**src/rtl/ifu_pkg.sv**
```systemverilog
// Shared fetch types, FSM states and predecode helpers.
// Imported by the ifu top and its bjp predecoder.
package ifu_pkg;

  typedef logic [31:0] ysyx_23060251_pc_bus;
  typedef logic [31:0] ysyx_23060251_inst_bus;

  typedef enum logic [1:0] {
    IDLE,
    REQ,
    WAIT,
    HOLD
  } ifu_state_t;

  localparam ysyx_23060251_inst_bus IFU_NOP = 32'h0000_0013;

  localparam logic [6:0] OP_JAL    = 7'b110_1111;
  localparam logic [6:0] OP_BRANCH = 7'b110_0011;

  function automatic ysyx_23060251_pc_bus imm_j(
    input ysyx_23060251_inst_bus inst
  );
    return {{12{inst[31]}}, inst[19:12], inst[20],
            inst[30:21], 1'b0};
  endfunction

  function automatic ysyx_23060251_pc_bus imm_b(
    input ysyx_23060251_inst_bus inst
  );
    return {{20{inst[31]}}, inst[7], inst[30:25],
            inst[11:8], 1'b0};
  endfunction

endpackage

```
**src/rtl/ifu_bjp.sv**
```systemverilog
// Static next-PC predecoder: jal and all branches predicted taken.
// Everything else (including jalr) falls through to pc+4.
module bjp
  import ifu_pkg::*;
(
  input  ysyx_23060251_inst_bus inst_i,
  input  ysyx_23060251_pc_bus   pc_i,
  output ysyx_23060251_pc_bus   pred_pc_o
);

  logic is_jal;
  logic is_br;

  assign is_jal = (inst_i[6:0] == OP_JAL);
  assign is_br  = (inst_i[6:0] == OP_BRANCH);

  // pick target from the immediate class of the opcode
  always_comb begin
    pred_pc_o = pc_i + 32'd4;
    unique case (1'b1)
      is_jal:  pred_pc_o = pc_i + imm_j(inst_i);
      is_br:   pred_pc_o = pc_i + imm_b(inst_i);
      default: ;
    endcase
  end

endmodule

```
**src/rtl/ifu.sv**
```systemverilog
// Instruction fetch unit: one outstanding imem read, bjp-predicted next PC.
// YSYX_23060251_IFU_BYPASS_EN: forward a fresh response straight to decode.
module ifu
  import ifu_pkg::*;
#(
  parameter logic [31:0] RESET_PC = 32'h8000_0000
) (
  input  logic        clk_i,
  input  logic        rst_n_i,
  output logic        ifu_req_valid_o,
  input  logic        ifu_req_ready_i,
  output logic [31:0] ifu_req_addr_o,
  input  logic        ifu_resp_valid_i,
  output logic        ifu_resp_ready_o,
  input  logic [31:0] ifu_resp_data_i,
  input  logic        ifu_resp_err_i,
  input  logic        redirect_valid_i,
  input  logic [31:0] redirect_pc_i,
  output logic        out_valid_o,
  input  logic        out_ready_i,
  output logic [31:0] out_inst_o,
  output logic [31:0] out_pc_o,
  output logic [31:0] out_pred_pc_o,
  output logic        out_fault_o
);

  ifu_state_t state;

  ysyx_23060251_pc_bus   pc;
  ysyx_23060251_pc_bus   req_addr;
  logic                  req_valid;
  logic                  resp_ready;
  logic                  kill;

  logic                  hold_valid;
  ysyx_23060251_inst_bus hold_inst;
  ysyx_23060251_pc_bus   hold_pc;
  ysyx_23060251_pc_bus   hold_pred;
  logic                  hold_fault;

  ysyx_23060251_pc_bus   bjp_pred;
  ysyx_23060251_pc_bus   rsp_pred;
  ysyx_23060251_inst_bus rsp_inst;
  logic                  rsp_fire;
  logic                  rsp_use;
  logic                  byp_fire;

  bjp u_bjp (
    .inst_i    (ifu_resp_data_i),
    .pc_i      (req_addr),
    .pred_pc_o (bjp_pred)
  );

  assign ifu_req_valid_o  = req_valid;
  assign ifu_req_addr_o   = req_addr;
  assign ifu_resp_ready_o = resp_ready;

  assign rsp_fire = resp_ready & ifu_resp_valid_i;
  assign rsp_use  = rsp_fire & ~kill & ~redirect_valid_i;
  assign rsp_inst = ifu_resp_err_i ? IFU_NOP : ifu_resp_data_i;
  assign rsp_pred = ifu_resp_err_i ? req_addr + 32'd4 : bjp_pred;

`ifdef YSYX_23060251_IFU_BYPASS_EN
  assign byp_fire      = rsp_use & out_ready_i;
  assign out_valid_o   = hold_valid | byp_fire;
  assign out_inst_o    = byp_fire ? rsp_inst : hold_inst;
  assign out_pc_o      = byp_fire ? req_addr : hold_pc;
  assign out_pred_pc_o = byp_fire ? rsp_pred : hold_pred;
  assign out_fault_o   = byp_fire ? ifu_resp_err_i : hold_fault;
`else
  assign byp_fire      = 1'b0;
  assign out_valid_o   = hold_valid;
  assign out_inst_o    = hold_inst;
  assign out_pc_o      = hold_pc;
  assign out_pred_pc_o = hold_pred;
  assign out_fault_o   = hold_fault;
`endif

  // fetch FSM: request, wait, hold; redirects override the next PC
  always_ff @(posedge clk_i) begin
    if (!rst_n_i) begin
      state      <= IDLE;
      pc         <= RESET_PC;
      req_addr   <= RESET_PC;
      req_valid  <= 1'b0;
      resp_ready <= 1'b0;
      kill       <= 1'b0;
      hold_valid <= 1'b0;
      hold_inst  <= '0;
      hold_pc    <= '0;
      hold_pred  <= '0;
      hold_fault <= 1'b0;
    end else begin
      unique case (state)
        IDLE: begin
          state     <= REQ;
          req_valid <= 1'b1;
          req_addr  <= pc;
        end
        REQ: begin
          if (redirect_valid_i) begin
            pc   <= redirect_pc_i;
            kill <= 1'b1;
          end
          if (ifu_req_ready_i) begin
            req_valid  <= 1'b0;
            resp_ready <= 1'b1;
            state      <= WAIT;
          end
        end
        WAIT: begin
          if (redirect_valid_i) begin
            pc <= redirect_pc_i;
          end
          if (ifu_resp_valid_i) begin
            resp_ready <= 1'b0;
            kill       <= 1'b0;
            if (redirect_valid_i) begin
              state     <= REQ;
              req_valid <= 1'b1;
              req_addr  <= redirect_pc_i;
            end else if (kill) begin
              state     <= REQ;
              req_valid <= 1'b1;
              req_addr  <= pc;
            end else if (byp_fire) begin
              state     <= REQ;
              req_valid <= 1'b1;
              pc        <= rsp_pred;
              req_addr  <= rsp_pred;
            end else begin
              state      <= HOLD;
              hold_valid <= 1'b1;
              hold_inst  <= rsp_inst;
              hold_pc    <= req_addr;
              hold_pred  <= rsp_pred;
              hold_fault <= ifu_resp_err_i;
            end
          end else if (redirect_valid_i) begin
            kill <= 1'b1;
          end
        end
        HOLD: begin
          if (redirect_valid_i) begin
            hold_valid <= 1'b0;
            state      <= REQ;
            req_valid  <= 1'b1;
            pc         <= redirect_pc_i;
            req_addr   <= redirect_pc_i;
          end else if (out_ready_i) begin
            hold_valid <= 1'b0;
            state      <= REQ;
            req_valid  <= 1'b1;
            pc         <= hold_pred;
            req_addr   <= hold_pred;
          end
        end
        default: state <= IDLE;
      endcase
    end
  end

endmodule

```
**config.mk**
```make
export PLATFORM = sky130hd
export DESIGN_NAME = ifu
export DESIGN_NICKNAME = d
export VERILOG_FILES = /design/src/rtl/ifu_pkg.sv /design/src/rtl/ifu_bjp.sv /design/src/rtl/ifu.sv
export SDC_FILE = /design/constraint.sdc
export NUM_CORES = 1
export LEC_CHECK = 0
export BUFFER_PORTS_ARGS = -buffer_cell sky130_fd_sc_hd__buf_4
export CORE_UTILIZATION = 49
export CTS_CLUSTER_DIAMETER = 30
export DETAILED_ROUTE_END_ITERATION = 10
export GPL_ROUTABILITY_DRIVEN = 0
export PLACE_DENSITY = 0.72
export SYNTH_ARGS = -nofsm -noshare
export SYNTH_HDL_FRONTEND = slang
export SYNTH_HIERARCHICAL = 1
export SYNTH_SLANG_ARGS = --single-unit
```
**constraint.sdc**
```tcl
create_clock -name clk_i -period 3.8 [get_ports clk_i]
set_input_delay 0.19 -clock clk_i [delete_from_list [all_inputs] [get_ports clk_i]]
set_output_delay 0.19 -clock clk_i [all_outputs]
set_load 0.05 [all_outputs]
```
# Word-level counts from Yosys, hierarchy flattened
# Cells that the tools add are included.
dict set report word_totals {
  regBits 167
  in_bits 71
  output_inout_bits 132
  word_cells 78
}
dict set report classes {
  add_sub_neg 3
  n_eq_ne 12
  n_mux 37
  n_bitwise 2
  reduce_logical 13
}
# cell n
set op_table {}
lappend op_table {{2-to-1 mux 32 bit} 8}
lappend op_table {{one-hot mux 32 bit (2 select lines)} 2}
lappend op_table {{one-hot mux 32 bit (3 select lines)} 1}
lappend op_table {{adder 32 bit} 2}
lappend op_table {{adder 32 x 3 -> 32 bit (second input constant)} 1}
lappend op_table {{2-to-1 mux 1 bit} 15}
lappend op_table {{equality test 7 bit (second input constant)} 2}
lappend op_table {{2-to-1 mux 2 bit} 6}
lappend op_table {{AND reduction 4 bit} 3}
lappend op_table {{AND reduction 3 bit} 3}
lappend op_table {{!= test 2 bit (second input constant)} 4}
lappend op_table {{one-hot mux 2 bit (4 select lines)} 1}
lappend op_table {{!= test 3 bit (second input constant)} 2}
lappend op_table {{one-hot mux 1 bit (2 select lines)} 3}
lappend op_table {{nonzero test 2 bit} 3}
lappend op_table {{AND reduction 5 bit} 1}
lappend op_table {{equality test 2 bit (second input constant)} 2}
lappend op_table {{one-hot mux 1 bit (4 select lines)} 1}
lappend op_table {{nonzero test 3 bit} 1}
lappend op_table {{equality test 2 x 1 -> 1 bit (second input constant)} 1}
lappend op_table {{logical NOT 2 bit} 1}
lappend op_table {{!= test 2 x 1 -> 1 bit (second input constant)} 1}
lappend op_table {{NOT 1 bit} 2}
lappend op_table {{OR reduction 2 bit} 1}

# Longest topological paths before layout
# Gate-level depths: netlist of the first run.
dict set report logic_depth {
  ltp_word 4
  ltp_mapped 18
  depth_no_buf 16
}

# By module
# Netlist of the first run, hierarchy kept.
# mod instances cells_each area_each_um2 seq_area_each_um2
set by_module_without_submodules {}
lappend by_module_without_submodules {ifu 1 933 8075.2 3343.2}
lappend by_module_without_submodules {bjp 1 418 2781.4 0.0}

# Least setup slack after synthesis of the first run
# OpenSTA, ideal clock, no wires.
dict set report synth_timing {
  kind {input to register}
  start {in ifu_resp_data_i[6]}
  end {reg hold_pred[27], in the netlist out_pred_pc_o[27]}
  setup_time_ps 134
  arrival_time_ps 3549
  required_time_ps 3666
  slack_ps 117
  path_stages 17
  n_path_buf 2
  path_cell_list {nor2b_1 > nand4_1 > or3_1 > clkbuf_1 > clkbuf_1 > mux2_2 > fa_1 > a21o_1 > a22o_1 > o211a_4 > a2111oi_4 > nor2_2 > a2111oi_2 > a311oi_1 > nor3b_1 > a21oi_1 > o22ai_1}
}
dict set report synth_between {
  elab_chain_len 3
  elab_cells_between_ends 4
  cone_classes {2 x eq/ne; 2 x mux}
}
# item line_no
set synth_lines {}
lappend synth_lines {{from (decl)} ifu.sv:15} ;# input logic [31:0] ifu_resp_data_i,
lappend synth_lines {{equality test 7 bit (on tied branches)} {ifu_bjp.sv:15, ifu_bjp.sv:14}}
lappend synth_lines {{one-hot mux 32 bit (2 select lines) *} ifu_bjp.sv:20} ;# unique case (1'b1)
lappend synth_lines {{via bjp_pred[27]} ifu.sv:41} ;# ysyx_23060251_pc_bus bjp_pred;
lappend synth_lines {{2-to-1 mux 32 bit *} ifu.sv:61} ;# assign rsp_pred = ifu_resp_err_i ? req_addr + 32'd4 : bjp_pred;
lappend synth_lines {{to (signal assigned)} ifu.sv:136} ;# hold_pred <= rsp_pred;
lappend synth_lines {{to (decl)} ifu.sv:38} ;# ysyx_23060251_pc_bus hold_pred;
# Mark *: on every way through the listed nets, which the timed path passes. The rest lies on a longest branch.
# A chain may end at the register's enable or synchronous reset.

# Worst setup path after layout of the first run
dict set report layout_timing {
  start {in ifu_resp_data_i[4]}
  end {reg hold_pred[27], in the netlist out_pred_pc_o[27]}
}
# Same word-level chain as after synthesis.

==> results summary, run 1 <==
The flow ran to the end, and the final reports show no timing, DRC or antenna violations. Counting distinct cell types in the post-synthesis netlist gives a little under 80. For this run, the top clock speed supported by timing is approximately 280 MHz.

The initial standard-cell utilization of the core came out at 49.9%. The pin count of the biggest net entering global routing is 86. The I/O pin count came out at 203.

The internal power consumption is 3.32 mW. In this run the standard cell core region covers approximately 22000 sq um. The routed length per placed instance is between 15 and 20 microns. The cell count after synthesis came out at 1351.

The first-pass GRT wire length came out at roughly 53000 microns. The standard cell area after detailed placement came out at between 10000 and 15000 sq um. The placed wire-length estimate came out at around 25000 microns.

The maximum buffer depth of the clock tree is 2. The clock network accounts for about a third of the total power. The remaining antenna violation count came out at 0.

At the later pin of the worst-skew pair, clock insertion delay measures between 0.4 and 0.5 ns. The final number of hold-violating endpoints is 0. The part of the power in registers came out at roughly 39%. The final count of pins violating max slew is 0.

The via count of the first global-routing pass came out at 9706. The cell area after synthesis came out at between 10000 and 15000 sq um. STA classifies the critical path startpoint as an input pin.

The post-detailed-route DRC marker count is 0. Headroom to the max-slew limit came out at 30.4%. The power spent charging and discharging nets came out at between 1.5 and 2 mW. The net count of the finished layout came out at between 1500 and 2000. The worst-case IR drop observed on VDD is between 0.0003 and 0.0004 V.

The power consumption is between 5 and 6 mW. The global route total overflow came out at 0. The fraction of final layout cells with drive strength greater than 1 is between 20% and 30%. For this block, the via count after detailed routing is about 11000. Net switching is about a third of the power. Synthesis inferred roughly 170 register bits. The analysis attributes to cell leakage a power of approximately 5.6 nW. After synthesis, the cell types taking the most area are dfxtp_1, mux2i_1, nand2_1, a21oi_1, a211oi_1.

The synthesized netlist net count came out at 1461. The clock skew is a little under 0.009 ns. The arrival time at the worst endpoint came out at between 3 and 4 ns.

In the synthesized netlist, the cells that appear most often are nand2_1, dfxtp_1, nor2_1, a21oi_1, mux2i_1. The most common cell in the synthesized netlist is nand2_1. The critical-path maximum fanout came out at 4. The finished cells cover between 10000 and 15000 sq um. TritonCTS built the clock tree. At the worst endpoint, the required time is between 4 and 5 ns.

The top cell type by area accounts for 30.8% of the synthesized area. Setup repair after global routing left no endpoint under its margin. The setup slack of the critical path after layout came out at between 0.2 and 0.25 ns. The per-cell via count in the routed design came out at between 6 and 7. The root buffer cell chosen for the clock tree is clkbuf_16. The die covers ~23000 sq um. After detailed routing, the total wire length is about 34000 microns. The tool flagged a number of max-cap violations equal to 0. The total routing resource utilization after global routing is 29.9%. The tightest min-delay check is of the in2reg type.

The worst setup path is of the in2reg kind. In the finished design, the share of the clock period the worst path needs comes to approximately 94%. Power spread over the standard cell area amounts to 376 nW/um^2. The mean area per synthesized cell came out at between 8 and 9 sq um.

The slew at the pin closest to its max-slew limit came out at roughly 1.0 ns. Of all cell types, the one taking the most synthesized area is dfxtp_1. The count of port buffers added during placement is about 200. The number of levels in the clock H-tree is 4. The number of warnings reported in the yosys synthesis log is 6.

The detailed router's first-iteration violation count is about 1000. The power share of the combinational group came out at 27.3%. The number of buffers inserted during clock tree synthesis came out at 17. The die height is between 150 and 200 microns. The async set-or-reset flop fraction in the synthesized netlist came out at 0%. The number of iterations in the first detailed-routing pass is 6. The die width came out at about 150 microns. The antenna diode count came out at 0. The tree built by TritonCTS fans out to about 170 sinks. The number of flops mapped to enable cells by yosys is 0. Among all flip-flop cells after synthesis, the most frequent one is dfxtp_1. The share of the Yosys chip area taken by registers is 30.8%. Setup violations remaining at the end of the flow were counted as 0. Prior to clock tree synthesis, the placed netlist has a worst setup slack of -0.212 ns. The nature of the critical path endpoint is a flip-flop. The clock transition at the registers of the reported paths is 0.07 ns. The clock period minus final worst setup slack is around 3.6 ns. The number of antenna violations at the first check in global routing was 0.

The area added between synthesis and finish is 22.6%. Row generation in the floorplan step produced 54 rows. The setup TNS is 0 ns.
-- layout make-up --
class                           instances  area, sq um
Timing Repair Buffer                  262         1990
Clock buffer                           22          474
Sequential cell                       167         3340
Multi-Input combinational cell       1063         6980
Fill cell                            1999         8440
Inverter                               21         81.3
Clock inverter                          9         90.1
Tap cell                              280          350
-- sequential cells by signal (all words and copies together) (netlist names) --
register,count
out_inst_o,32
ifu_resp_ready_o,1
ifu_req_addr_o,32
ifu_req_valid_o,1
out_pred_pc_o,32
out_valid_o,1
out_fault_o,1
kill,1
pc,32
out_pc_o,32
state,2
-- per-layer routing --
layer | up-vias | wire, microns | track usage [%] | share of wire (%)
li1 | 5281 | - | - | -
met1 | 5188 | 16200 | 44.9 | 47
met2 | 504 | 14900 | 44.2 | 43
met3 | 46 | 2790 | 4.40 | 8.1
met4 | 0 | 547 | 7.55 | 1.6
met5 | - | 0 | 0 | 0
-- cell families (layout without fill, tap and decap cells) --
| logic type | Yosys count | count (layout) | share of synthesized area (%) |
|---|---|---|---|
| mux | 76 | 76 | 7.06 |
| xor+xnor | 76 | 76 | 6.13 |
| simple gates | 491 | 491 | 22.9 |
| compound gates | 381 | 381 | 23.3 |
| flops | 167 | 167 | 30.8 |
| fa+ha+maj | 39 | 39 | 4.56 |
| buf+inv | 121 | 314 | 5.22 |
-- final timing paths --
check                     start           endpoint  slack (ns)  depth (start not counted)
max          ifu_resp_data_i[4]  out_pred_pc_o[27]        0.23                         17
min          ifu_resp_data_i[8]      out_inst_o[8]        0.05                          3
max reg2reg   ifu_req_addr_o[1]  out_pred_pc_o[27]        0.61                         12
min reg2reg       out_inst_o[6]      out_inst_o[6]        0.45                          2
-- repair_timing --
| item | in CTS | in global routing |
|---|---|---|
| setup buffers | 0 | 2 |
| endpoints found under the setup margin | 0 | 1 |
| hold buffers | 1 | 0 |
| gates resized for setup | 0 | 2 |
| hold endpoints to repair | 1 | 0 |
-- worst max-delay path: stages --
cell and delay [ns]:
buf_4 0.11, nor2b_1 0.10, nand4_1 0.15, or3_4 0.38
mux2_2 0.29, ha_1 0.21, fa_1 0.40, a21o_1 0.22
a22o_1 0.24, o211a_4 0.28, a2111oi_4 0.32, nor2_2 0.13
a2111oi_2 0.31, a311oi_1 0.09, nor3b_1 0.19, a21oi_1 0.15
o22ai_1 0.09
-- through the flow --
step / hold WS [ns] / util [%] / instances
3_3_place_gp: 0.439 / 58.4 / 1790
3_5_place_dp: 0.441 / 58.4 / 1790
5_1_grt: 0.0399 / 61.2 / 1824
6_report: 0.0464 / 61.2 / 1824
2_1_floorplan: 0.354 / - / 1351
4_1_cts: 0.0329 / 61.1 / 1822
-- placed cells by master, fill, tap and decap left out, drive strengths merged, types with 3 or more instances in the layout --
cell type  synthesis  layout
buf               35     261
nand2            172     172
dfxtp            167     167
nor2             139     139
a21oi            124     124
mux2i             71      71
a211oi            71      71
o21ai             49      49
xor2              39      39
ha                38      38
xnor2             37      37
nand3             32      32
a221oi            32      32
nand3b            29      29
a21o              26      26
nand4             26      26
inv               20      24
clkbuf            65      22
and3              19      19
o22ai             17      17
nor3              17      17
nor3b             16      16
o211ai            12      12
a311oi            10      10
and2               9       9
a31oi              8       8
and4               8       8
or3                8       8
o31ai              5       5
nor2b              5       5
mux2               5       5
o21bai             5       5
a211o              4       4
a21boi             4       4
nand2b             4       4
o21a               3       3
nor4               3       3
clkinv             1       3
-- power by group through the flow --
stage	Sequential (mW)	Combinational, mW	Clock, mW
floorplan	2.13	0.717	0
global placement	1.96	1.32	0
detailed placement	1.96	1.33	0
CTS	1.92	1.34	1.74
global route	1.93	1.47	1.81
finish	1.93	1.37	1.71
Note: power is estimated with default switching activity, not from simulation.
==> run 2, diff against run 1 <==
--- a/config.mk
+++ b/config.mk
@@ -10,8 +10,7 @@
 export CTS_CLUSTER_DIAMETER = 30
 export DETAILED_ROUTE_END_ITERATION = 10
 export GPL_ROUTABILITY_DRIVEN = 0
-export PLACE_DENSITY = 0.72
+export PLACE_DENSITY = 0.73
 export SYNTH_ARGS = -nofsm -noshare
 export SYNTH_HDL_FRONTEND = slang
-export SYNTH_HIERARCHICAL = 1
 export SYNTH_SLANG_ARGS = --single-unit
==> results summary, run 2 <==
The flow ran to the end, and the final reports show no timing, DRC or antenna violations. The number of iterations in the first detailed-routing pass is 5 (-1). Clock tree synthesis selected as its root buffer the cell clkbuf_16. The number of antenna violations at the first check in global routing is 0 (unchanged). The total routing resource utilization after global routing is 29.3% (-0.57 points).

The clock period minus final worst setup slack is 3.33 ns (-0.242 ns). The floorplan die area came out at 19800 sq um (-13%). The share of the yosys chip area belonging to registers came out at 35.3% (+4.5 points).

The synthesized netlist net count came out at 1271 (-13%). The arrival time at the worst endpoint came out at 3.66 ns (-0.19 ns). From synthesis to final layout, the design area changed by 25.2%. The number of cells in the design after placement came to 1542 (-14%). The relative slew slack came out at 29.7% (-0.67 points). The mean area per synthesized cell is 8.11 sq um (+0.88%). The post-synthesis share of cell area spent on and, or, nand and nor gates is 20.0% (-3.0 points).

By area the synthesized netlist is led by dfxtp_1, mux2i_1, a21oi_1, a211oi_1, nor2_1. The distinct cell type count after synthesis came to 58 (-27%). The synthesis-stage register bit count is 166 (-0.60%). The clock transition at the registers of the reported paths came out at 0.07 ns (about the same). The cell area after synthesis came out at 9410 sq um (-13%). The post-detailed-route DRC marker count is 0 (unchanged). The start point of the critical path is ifu_resp_data_i[4].

The count of port buffers added during placement came out at 202 (unchanged). The synthesized design spends more area on one cell type than any other, namely dfxtp_1. The placed wire-length estimate came out at 20100 microns (-18%). The number of vias in the routed layout is 9376 (-15%). The number of warnings reported in the yosys synthesis log came out at 0 (-6). The standard cell area after detailed placement came to 11200 sq um (-12%).

The count of maximum capacitance violations was 0 (unchanged). The async set-or-reset flop fraction in the synthesized netlist came out at 0% (unchanged). The remaining antenna violation count is 0 (unchanged). TritonCTS built the clock tree. The die height came out at 141 microns (-6.8%). The library cells used most frequently in the layout, excluding fill and tap cells, are buf_4, dfxtp_1, nor2_1, nand2_1, a21oi_1. The final count of pins violating max slew is 0 (unchanged). The routed length per placed instance came out at 18.6 microns (-1.8%). The maximum buffer depth of the clock tree came to 2 (unchanged). The clock skew is 0.00713 ns (-0.00170 ns). The slew at the pin closest to its max-slew limit is 1.05 ns (+0.00353 ns). The pin count of the biggest net entering global routing is 88 (+2.3%). The areal power density over the cells came out at 415 nW/um^2 (+10%). The post-placement setup slack came out at 0.0599 ns (+0.272 ns). The final cycle utilization of the critical path is 87.7% (-6.4 points).

The placement row count is 50 (-7.4%). The endpoint identified for the worst register-to-register timing path is out_pred_pc_o[27]. The global route total overflow was 0 (unchanged). The critical path in this run is classified as in2reg.

The power consumption is 4.90 mW (-2.2%). The I/O pin count is 203 (unchanged). After synthesis, the largest family of logic cells by area is compound AO/OA/AOI/OAI gates. The antenna diode count is 0 (unchanged).

The reg-to-reg critical path startpoint is ifu_req_addr_o[1]. The setup TNS is 0 ns (unchanged). The data required time of the worst path is 4.12 ns (+0.04 ns). The per-cell via count in the routed design came out at 5.96 (-1.4%).

Sorting the synthesized cells by how often they occur yields dfxtp_1, nor2_1, nand2_1, a21oi_1, a211oi_1. The die width is 141 microns (-6.8%). The critical-path maximum fanout came to 10 (+6). The critical path launch point type is an input pin. The compound-cell area share of the yosys netlist came out at 23.0% (-0.26 points). The first-pass GRT wire length is 45800 microns (-14%). The most common cell in the synthesized netlist is dfxtp_1. The library cell used most frequently in the layout, excluding fill and tap cells, is buf_4.

The number of buffers inserted during clock tree synthesis is 17 (unchanged). The end point of the critical path is out_pred_pc_o[24]. The number of levels in the clock H-tree is 4 (unchanged).

The via count of the first global-routing pass was 8736 (-10%). The fraction of final layout cells with drive strength greater than 1 came out at 21.1% (-0.77 points). The leakage power of the design is 5.03 nW (-9.6%).

Setup repair after global routing left no endpoint under its margin. The initial standard-cell utilization of the core is 50.1% (+0.24 points). The clock latency of the later-clocked register in the worst-skew pair was 0.43 ns (about the same).

The depth of the worst register-to-register path came out at 12 (unchanged). The final-report setup violation count came to 0 (unchanged). The synthesized-area fraction occupied by xor and xnor cells was 4.93% (-1.2 points). The setup slack of the critical path after layout came out at 0.468 ns (+0.242 ns).

The nature of the critical path endpoint is a flip-flop. The total number of clock tree sinks came out at 166 (-0.60%). The area fraction of the dominant cell type after synthesis is 35.3% (+4.5 points).

The total wirelength of the detailed-routed design is 29200 microns (-15%). The multiplexer share of the synthesized area was 7.52% (+0.46 points). The slack of the worst reg-to-reg path is 0.94 ns (+0.33 ns).

The detailed router's first-iteration violation count came out at 703 (-31%). The achievable clock frequency is 300 MHz (+7.3%). Among all flip-flop cells after synthesis, the most frequent one is dfxtp_1. The area of the core came out at 18800 sq um (-14%). The post-route standard cell area excluding fillers is 11800 sq um (-11%). The worst hold-check path type is in2reg.

The largest voltage drop on the vdd net came out at 0.000327 V (+4.2%). The cell count after synthesis came out at 1161 (-14%). The number of flops mapped to enable cells by yosys came out at 0 (unchanged). The final cell count without fillers came out at 1574 (-14%). The final number of hold-violating endpoints is 0 (unchanged).

The adder and majority cell fraction of the synthesized area was 5.26% (+0.70 points). The net count of the finished layout came out at 1438 (-12%).
==> run 2: cell count changes after synthesis, moves of 9 or more <==
cell / delta
o21ai_0: -35
nand2_1: -25
buf_2: -18
nand4_1: -16
xor2_1: -16
nor2_1: +12
o22ai_1: -12
and3_1: -11
nor3b_2: -11
clkbuf_1: +10
o21ai_1: +9
==> run 2: repair_timing <==
| action | in CTS | in global routing |
|---|---|---|
| endpoints found under the hold margin | 1 | 0 |
| hold buffers | 1 | 0 |
| resized for setup | 0 | 0 |
| setup buffers | 0 | 0 |
==> run 2: logic make-up (layout without fill, tap and decap cells) <==
kind of cell               Yosys count  count (layout)
AOI/OAI and AO/OA                  321             321
and+or+nand+nor                    417             417
buffers and inverters               95             274
muxes                               70              70
DFF                                166             166
xor gates and xnor gates            53              53
adders and majority gates           39              39
==> run 2: per-layer routing <==
| metal | vias to the layer above | wire (microns) | GRT usage (%) |
|---|---|---|---|
| li1 | 4523 | - | - |
| met4 | 0 | 1050 | 12.6 |
| met2 | 361 | 14200 | 49.8 |
| met3 | 68 | 2060 | 6.25 |
| met1 | 4424 | 11900 | 35.9 |
| met5 | - | 0 | 0 |
==> run 2: worst min-delay path by stage <==
stage,start,cells past startpoint,slack [ns],end
finish,ifu_resp_data_i[0],3,0.04,out_inst_o[0]
global route,rst_n_i,2,0.03,ifu_req_addr_o[31]
CTS,rst_n_i,2,0.02,ifu_req_addr_o[31]
detailed placement,out_inst_o[7],2,0.45,out_inst_o[7]
global placement,out_inst_o[22],2,0.44,out_inst_o[22]
floorplan,ifu_resp_valid_i,1,0.31,kill
==> run 2: layout make-up <==
| cell class | instances | area (sq um) |
|---|---|---|
| well taps | 234 | 293 |
| repair buffers | 230 | 1740 |
| clock inverters | 10 | 170 |
| clock buffers | 21 | 450 |
| flip-flops and latches | 166 | 3320 |
| inverters | 13 | 51.3 |
| multi-input cells | 900 | 5760 |
| fillers | 1703 | 6980 |
==> run 2: metrics by stage <==
step | utilization, % | hold slack (ns)
final | 62.8 | 0.0354
after global routing | 62.8 | 0.0269
after CTS | 62.8 | 0.0157
after detailed placement | 59.4 | 0.447
after global placement | 59.4 | 0.439
after floorplan | - | 0.309
==> run 2: worst max-delay path: stages <==
cell      delay (ns)
buf_4           0.11
nor2b_1         0.13
nand4_1         0.17
or3_1           0.44
buf_4           0.21
nor2_1          0.15
a21o_1          0.13
ha_1            0.25
a21o_1          0.21
a21o_1          0.19
a21oi_1         0.29
nand4_2         0.20
a21oi_4         0.27
a31oi_1         0.14
a311oi_1        0.32
xor2_1          0.18
o21ai_1         0.07
==> run 2: power breakdown <==
part           switching [mW]  internal [mW]  leakage (nW)
combinational           0.670          0.429          3.39
clock                   0.734           1.12         0.294
sequential              0.117           1.83          1.35
total                    1.52           3.37          5.03
